## src/rtl/cbus_rr_arbiter_pkg.sv

```systemverilog
// ---------------------------------------------------------------------------
// cbus_rr_arbiter_pkg
//   Shared CBus definitions used by the caches, the uncached converters and
//   the CBus arbiter: request/response structs, the burst length encoding,
//   the default watchdog limit and the arbiter state type.
// ---------------------------------------------------------------------------
package cbus_rr_arbiter_pkg;

  // Burst length encoding: a transaction carries len+1 beats.
  typedef enum logic [3:0] {
    MLEN1  = 4'd0,
    MLEN2  = 4'd1,
    MLEN4  = 4'd3,
    MLEN8  = 4'd7,
    MLEN16 = 4'd15
  } cbus_len_t;

  typedef struct packed {
    logic        valid;
    logic        is_write;
    logic [2:0]  size;
    logic [31:0] addr;
    logic [7:0]  strobe;
    logic [63:0] data;
    cbus_len_t   len;
  } cbus_req_t;

  typedef struct packed {
    logic        ready;
    logic        last;
    logic [63:0] data;
  } cbus_resp_t;

  // Default number of cycles allowed between consecutive beats.
  localparam int CBUS_DEFAULT_TIMEOUT = 1024;

  typedef enum logic {
    ARB_IDLE = 1'b0,
    ARB_BUSY = 1'b1
  } arb_state_t;

endpackage

```

## src/rtl/cbus_rr_picker.sv

```systemverilog
// ---------------------------------------------------------------------------
// cbus_rr_picker
//   Combinational round-robin selector. Scans ptr+1, ptr+2, ... modulo
//   NUM_INPUTS and returns the first requester with valid set.
//
//   valid_i : one valid bit per requester
//   ptr_i   : index of the most recently served requester
//   found_o : at least one requester is valid
//   idx_o   : selected requester (0 when found_o is low)
// ---------------------------------------------------------------------------
module cbus_rr_picker #(
  parameter int NUM_INPUTS = 4
) (
  input  logic [NUM_INPUTS-1:0]         valid_i,
  input  logic [$clog2(NUM_INPUTS)-1:0] ptr_i,
  output logic                          found_o,
  output logic [$clog2(NUM_INPUTS)-1:0] idx_o
);

  localparam int IDX_W = $clog2(NUM_INPUTS);

  always_comb begin
    int                cand;
    logic [IDX_W-1:0]  cand_idx;
    logic              hit;
    hit      = 1'b0;
    idx_o    = '0;
    cand     = 0;
    cand_idx = '0;
    for (int off = 1; off <= NUM_INPUTS; off++) begin
      // ptr < NUM_INPUTS and off <= NUM_INPUTS, so one subtraction wraps;
      // this also covers non-power-of-2 requester counts.
      cand = int'(ptr_i) + off;
      if (cand >= NUM_INPUTS) begin
        cand = cand - NUM_INPUTS;
      end
      cand_idx = IDX_W'(cand);
      if (!hit && valid_i[cand_idx]) begin
        hit   = 1'b1;
        idx_o = cand_idx;
      end
    end
    found_o = hit;
  end

endmodule

```

## src/rtl/cbus_rr_arbiter.sv

```systemverilog
// ---------------------------------------------------------------------------
// cbus_rr_arbiter
//   Round-robin, transaction-locked arbiter sharing one CBus master port
//   between NUM_INPUTS requesters. A requester keeps the grant from its first
//   beat until the beat carrying last; priority then rotates past it. A beat
//   watchdog raises a sticky timeout flag if the memory side stalls.
//
//   clk         : clock
//   resetn      : asynchronous active-low reset
//   ireqs       : requests from each requester (index 0 first after reset)
//   iresps      : responses to each requester ('0 unless granted)
//   oreq        : request towards memory (granted request, or '0)
//   oresp       : response from memory
//   grant_valid : a transaction is currently granted
//   grant_idx   : granted requester, meaningful while grant_valid
//   timeout     : sticky watchdog expiry flag
// ---------------------------------------------------------------------------
module cbus_rr_arbiter
  import cbus_rr_arbiter_pkg::*;
#(
  parameter int NUM_INPUTS = 4,
  parameter int TIMEOUT    = CBUS_DEFAULT_TIMEOUT
) (
  input  logic                          clk,
  input  logic                          resetn,
  input  cbus_req_t                     ireqs  [NUM_INPUTS],
  output cbus_resp_t                    iresps [NUM_INPUTS],
  output cbus_req_t                     oreq,
  input  cbus_resp_t                    oresp,
  output logic                          grant_valid,
  output logic [$clog2(NUM_INPUTS)-1:0] grant_idx,
  output logic                          timeout
);

  localparam int IDX_W = $clog2(NUM_INPUTS);
  localparam int CNT_W = $clog2(TIMEOUT + 1);

  localparam logic [IDX_W-1:0] PTR_RESET = IDX_W'(NUM_INPUTS - 1);
  localparam logic [CNT_W-1:0] CNT_MAX   = CNT_W'(TIMEOUT);
  localparam logic [CNT_W-1:0] CNT_LIMIT = CNT_W'(TIMEOUT - 1);

  arb_state_t        state_q;
  logic [IDX_W-1:0]  ptr_q;
  logic [IDX_W-1:0]  idx_q;
  logic [CNT_W-1:0]  cnt_q, cnt_d;
  logic              timeout_q, timeout_d;

  logic [NUM_INPUTS-1:0] valid_vec;
  logic                  pick_found;
  logic [IDX_W-1:0]      pick_idx;
  logic                  busy;
  logic                  txn_done;

  always_comb begin
    valid_vec = '0;
    for (int i = 0; i < NUM_INPUTS; i++) begin
      valid_vec[i] = ireqs[i].valid;
    end
  end

  cbus_rr_picker #(
    .NUM_INPUTS (NUM_INPUTS)
  ) u_picker (
    .valid_i (valid_vec),
    .ptr_i   (ptr_q),
    .found_o (pick_found),
    .idx_o   (pick_idx)
  );

  assign busy     = (state_q == ARB_BUSY);
  assign txn_done = busy && oresp.ready && oresp.last;

  // Watchdog: counts stalled cycles since the grant or the last beat. The
  // count is held at zero while idle, so entering BUSY starts from zero.
  always_comb begin
    cnt_d     = cnt_q;
    timeout_d = timeout_q;
    if (!busy || oresp.ready) begin
      cnt_d = '0;
    end else begin
      if (cnt_q == CNT_LIMIT) begin
        timeout_d = 1'b1;
      end
      if (cnt_q != CNT_MAX) begin
        cnt_d = cnt_q + CNT_W'(1);
      end
    end
  end

  always_ff @(posedge clk or negedge resetn) begin
    if (!resetn) begin
      state_q   <= ARB_IDLE;
      ptr_q     <= PTR_RESET;
      idx_q     <= '0;
      cnt_q     <= '0;
      timeout_q <= 1'b0;
    end else begin
      cnt_q     <= cnt_d;
      timeout_q <= timeout_d;
      case (state_q)
        ARB_IDLE: begin
          if (pick_found) begin
            idx_q   <= pick_idx;
            state_q <= ARB_BUSY;
          end
        end
        ARB_BUSY: begin
          // The grant is only released on the final beat, even if the
          // owner drops valid early.
          if (txn_done) begin
            ptr_q   <= idx_q;
            state_q <= ARB_IDLE;
          end
        end
        default: state_q <= ARB_IDLE;
      endcase
    end
  end

  // Zero-latency forwarding of the granted path; everything else reads '0.
  always_comb begin
    oreq        = '0;
    grant_valid = 1'b0;
    grant_idx   = '0;
    for (int i = 0; i < NUM_INPUTS; i++) begin
      iresps[i] = '0;
    end
    if (busy) begin
      oreq        = ireqs[idx_q];
      grant_valid = 1'b1;
      grant_idx   = idx_q;
      for (int i = 0; i < NUM_INPUTS; i++) begin
        if (idx_q == IDX_W'(i)) begin
          iresps[i] = oresp;
        end
      end
    end
  end

  assign timeout = timeout_q;

endmodule
```

## config.mk

```make
export PLATFORM = sky130hd
export DESIGN_NAME = cbus_rr_arbiter
export DESIGN_NICKNAME = d
export VERILOG_FILES = /design/src/rtl/cbus_rr_arbiter_pkg.sv /design/src/rtl/cbus_rr_picker.sv /design/src/rtl/cbus_rr_arbiter.sv
export SDC_FILE = /design/constraint.sdc
export NUM_CORES = 1
export LEC_CHECK = 0
export CAP_MARGIN = 20
export CELL_PAD_IN_SITES_DETAIL_PLACEMENT = 0
export CELL_PAD_IN_SITES_GLOBAL_PLACEMENT = 2
export CORE_AREA = 8 8 345 347
export DETAILED_ROUTE_END_ITERATION = 8
export DIE_AREA = 0 0 353 355
export PLACE_DENSITY_LB_ADDON = 0.1
export SYNTH_ARGS = -nofsm -noshare
export SYNTH_HDL_FRONTEND = slang
export SYNTH_SLANG_ARGS = --single-unit
```

## constraint.sdc

```tcl
create_clock -name clk -period 2.3 [get_ports clk]
set_clock_uncertainty 0.15 [all_clocks]
set_input_delay 0.46 -clock clk [delete_from_list [all_inputs] [get_ports clk]]
set_output_delay 0.46 -clock clk [all_outputs]
set_load 0.02 [all_outputs]
```

==> metrics <==
status=finished, violations left; failing checks=negative setup slack; Synth Warn #=0; initial antenna violation count=14; DRC=0; worst-margin pin slew=0.713 ns; Worst setup SP type=register; share of the synthesized area in the top cell type=0.433; syn avg cell area=8.01 µm²; max cap viols=0; CTS tree=built; fin. max-slew vios=0; Critical Path AT=2.10 ns; final WL=91.4 mm; pre-CTS setup slack=-0.644 ns; Post-Syn Nets=1256; 1st-iter DRT viols=419; Reg clk slew, reported paths=0.06 ns; Slew headroom=0.520; Achievable Freq=370 MHz; gr usage total=0.136; Die Wd=353 µm; vias in the first global route=11230; mean number of vias per cell=3.14; row cnt=124; CP max FO=7; Syn Inst Count=734; share of cells above drive strength 1=0.615; Synth cell types=39; Setup-failing EPs final=362; area leader, netlist=mux4_2; final worst-path cycle share=1.18; Root Driver=clkbuf_16; Port-buffer cells=900; Cells after DPL=3188; CP Class=reg -> out; CORE AREA=114000 µm²; final worst slack=-0.406 ns; grt ovf=0; vias=10567; Post-synth EDFFs=0; Leak=8.78 nW; largest net degree at the start of global routing=29; fillers=12571; sequential-to-total area share from yosys stat=0.0728; drt first pass iters=4; post-synthesis register bit count=17; cell with the most instances after synthesis=nor2_1; Initial Util=0.0518; footprint of the multi-input gates=7000 µm²; clk_lat worst skew=0.25 ns; Req. time, crit path=1.69 ns; Post-DRT Antenna Nets=0; detailed-placement wirelength estimate=77.4 mm; clock sinks=17; Area Overhead vs Synth=285%; CTS Buffer Depth=2; PwrDens=802 nW/µm²; Top FF cell, synth=dfrtp_1; Seq. cell area=439 µm²; Final nets=2373; fin crit period=2.71 ns; H-tree depth=1; Die H=355 µm; Final Hold Viols=0; top cells by count, synth=nor2_1 (268), and2_1 (115), mux4_2 (113); final RePlAce weighted congestion=0.823; Ports=901; CP Capture Type=output port; Syn Std Cell Area=5880 µm²; Worst Hold Class=reg -> reg; non-filler instance count after layout=3365; Inserted Clock Buffers=3; hold_buf cts=0; ranking of synthesized cells by area=mux4_2 (43%), nor2_1 (17%), and2_1 (12%); RSZ-0062 raised after global routing=yes; die area=125000 µm²; Post-synth ARST share=1.00; VDD IR max=0.278 mV; WL/cell=27.2 µm; first-pass GRT wire length=117 mm
[cell type report]
class,count,area share
Clock inverter,1,0.000221
Multi-Input combinational cell,635,0.309
Sequential cell,17,0.0194
Inverter,7,0.00116
Timing Repair Buffer,1187,0.582
Clock buffer,3,0.00332
Antenna cell,3,0.000332
Tap cell,1512,0.0836
[final timing paths]
| kind | slack [ns] | startpoint | end | depth (start not counted) |
|---|---|---|---|---|
| min in group asynchronous | 0.40 | resetn | busy | 2 |
| max in group asynchronous | 1.34 | resetn | ptr_q[0] | 2 |
| setup / recovery | -0.41 | idx_q[0] | oreq[98] | 7 |
| hold / removal | 0.33 | timeout | timeout | 1 |
| hold reg to reg | 0.33 | timeout | timeout | 1 |
| setup reg to reg | 0.36 | busy | timeout | 5 |
[cell families (layout without fill, tap and decap cells)]
| family | count (synthesis) | after routing | synth area share |
|---|---|---|---|
| other | 0 | 3 | 0 |
| XOR/XNOR | 2 | 2 | 0.00298 |
| AND/OR/NAND/NOR | 489 | 491 | 0.376 |
| flip-flops | 17 | 17 | 0.0728 |
| multiplexers | 118 | 118 | 0.442 |
| AO/OA/AOI/OAI | 22 | 22 | 0.0262 |
| adder cells (fa/ha/maj) | 2 | 2 | 0.00426 |
| buffers and inverters | 84 | 1198 | 0.0764 |
[per-stage QoR]
| stage | hold WS, ns | cell area (µm²) | power [W] | utilization | setup TNS (ns) |
|---|---|---|---|---|---|
| 2_1_floorplan | 0.0144 | 5880 | 0.00571 | - | 0 |
| 3_3_place_gp | 0.309 | 17400 | 0.0126 | 0.153 | -137.49 |
| 6_report | 0.325 | 22600 | 0.0181 | 0.199 | -63.15 |
| 4_1_cts | 0.338 | 21100 | 0.0171 | 0.186 | -81.09 |
| 3_5_place_dp | 0.312 | 17400 | 0.0125 | 0.153 | -138.22 |
| 5_1_grt | 0.359 | 22600 | 0.0190 | 0.199 | -86.08 |
[critical path, cell delays in order (launching register included)]
cell and delay (ns):
dfrtp_4 0.51, buf_4 0.15, buf_6 0.11, buf_12 0.14
buf_8 0.13, mux4_2 0.48, and2_4 0.17, buf_4 0.15
[power by group]
part	internal, W	total (W)	switching, W	leakage, nW
Combinational	0.00922	0.0173	0.00812	8.52
Sequential	0.000353	0.000423	0.0000694	0.218
Clock	0.000233	0.000368	0.000134	0.0409
[layout by cell type, fill, tap and decap left out, types with 3 or more instances in the layout]
| cell | Yosys | routed |
|---|---|---|
| nand2_1 | 76 | 50 |
| dfrtp_1 | 15 | 12 |
| dlygate4sd2_1 | 0 | 3 |
| o21ai_0 | 3 | 3 |
| nor2_2 | 0 | 10 |
| clkdlybuf4s15_2 | 0 | 16 |
| nor2_1 | 268 | 42 |
| buf_6 | 11 | 357 |
| clkbuf_16 | 0 | 5 |
| clkdlybuf4s50_1 | 0 | 519 |
| mux2i_1 | 3 | 3 |
| nand2b_4 | 0 | 3 |
| buf_12 | 0 | 68 |
| dfrtp_4 | 0 | 3 |
| a21oi_1 | 7 | 7 |
| buf_8 | 0 | 40 |
| nor2_4 | 0 | 216 |
| diode_2 | 0 | 3 |
| nand3_1 | 8 | 8 |
| or4_1 | 4 | 4 |
| buf_16 | 0 | 22 |
| nand2b_1 | 6 | 4 |
| mux4_2 | 113 | 113 |
| nand2_2 | 0 | 24 |
| inv_1 | 7 | 7 |
| nor2b_1 | 3 | 3 |
| buf_2 | 37 | 25 |
| buf_4 | 1 | 133 |
| and2_4 | 0 | 91 |
| and2_1 | 115 | 24 |
[registers in the layout (all words and copies together) (netlist names)]
register and flops:
busy 1, cnt_q 11, idx_q 2, ptr_q 2, timeout 1
[metal layers]
metal  vias to the layer above  part of all wire  routed length, µm  track usage
met1                      5312              0.37              34000        0.149
li1                       4827                 -                  -            -
met5                         -            0.0013                116            0
met2                       380              0.57              52300        0.277
met3                        32             0.052               4750       0.0303
met4                        16            0.0025                229      0.00470
[timing repair]
| item | CTS | global route |
|---|---|---|
| cloned | 23 | 2 |
| pin swaps | 70 | 68 |
| buffers inserted | 103 | 65 |
| setup endpoints to repair | 380 | 376 |
| gates resized for setup | 2012 | 370 |
(Power assumes the default switching activity.)
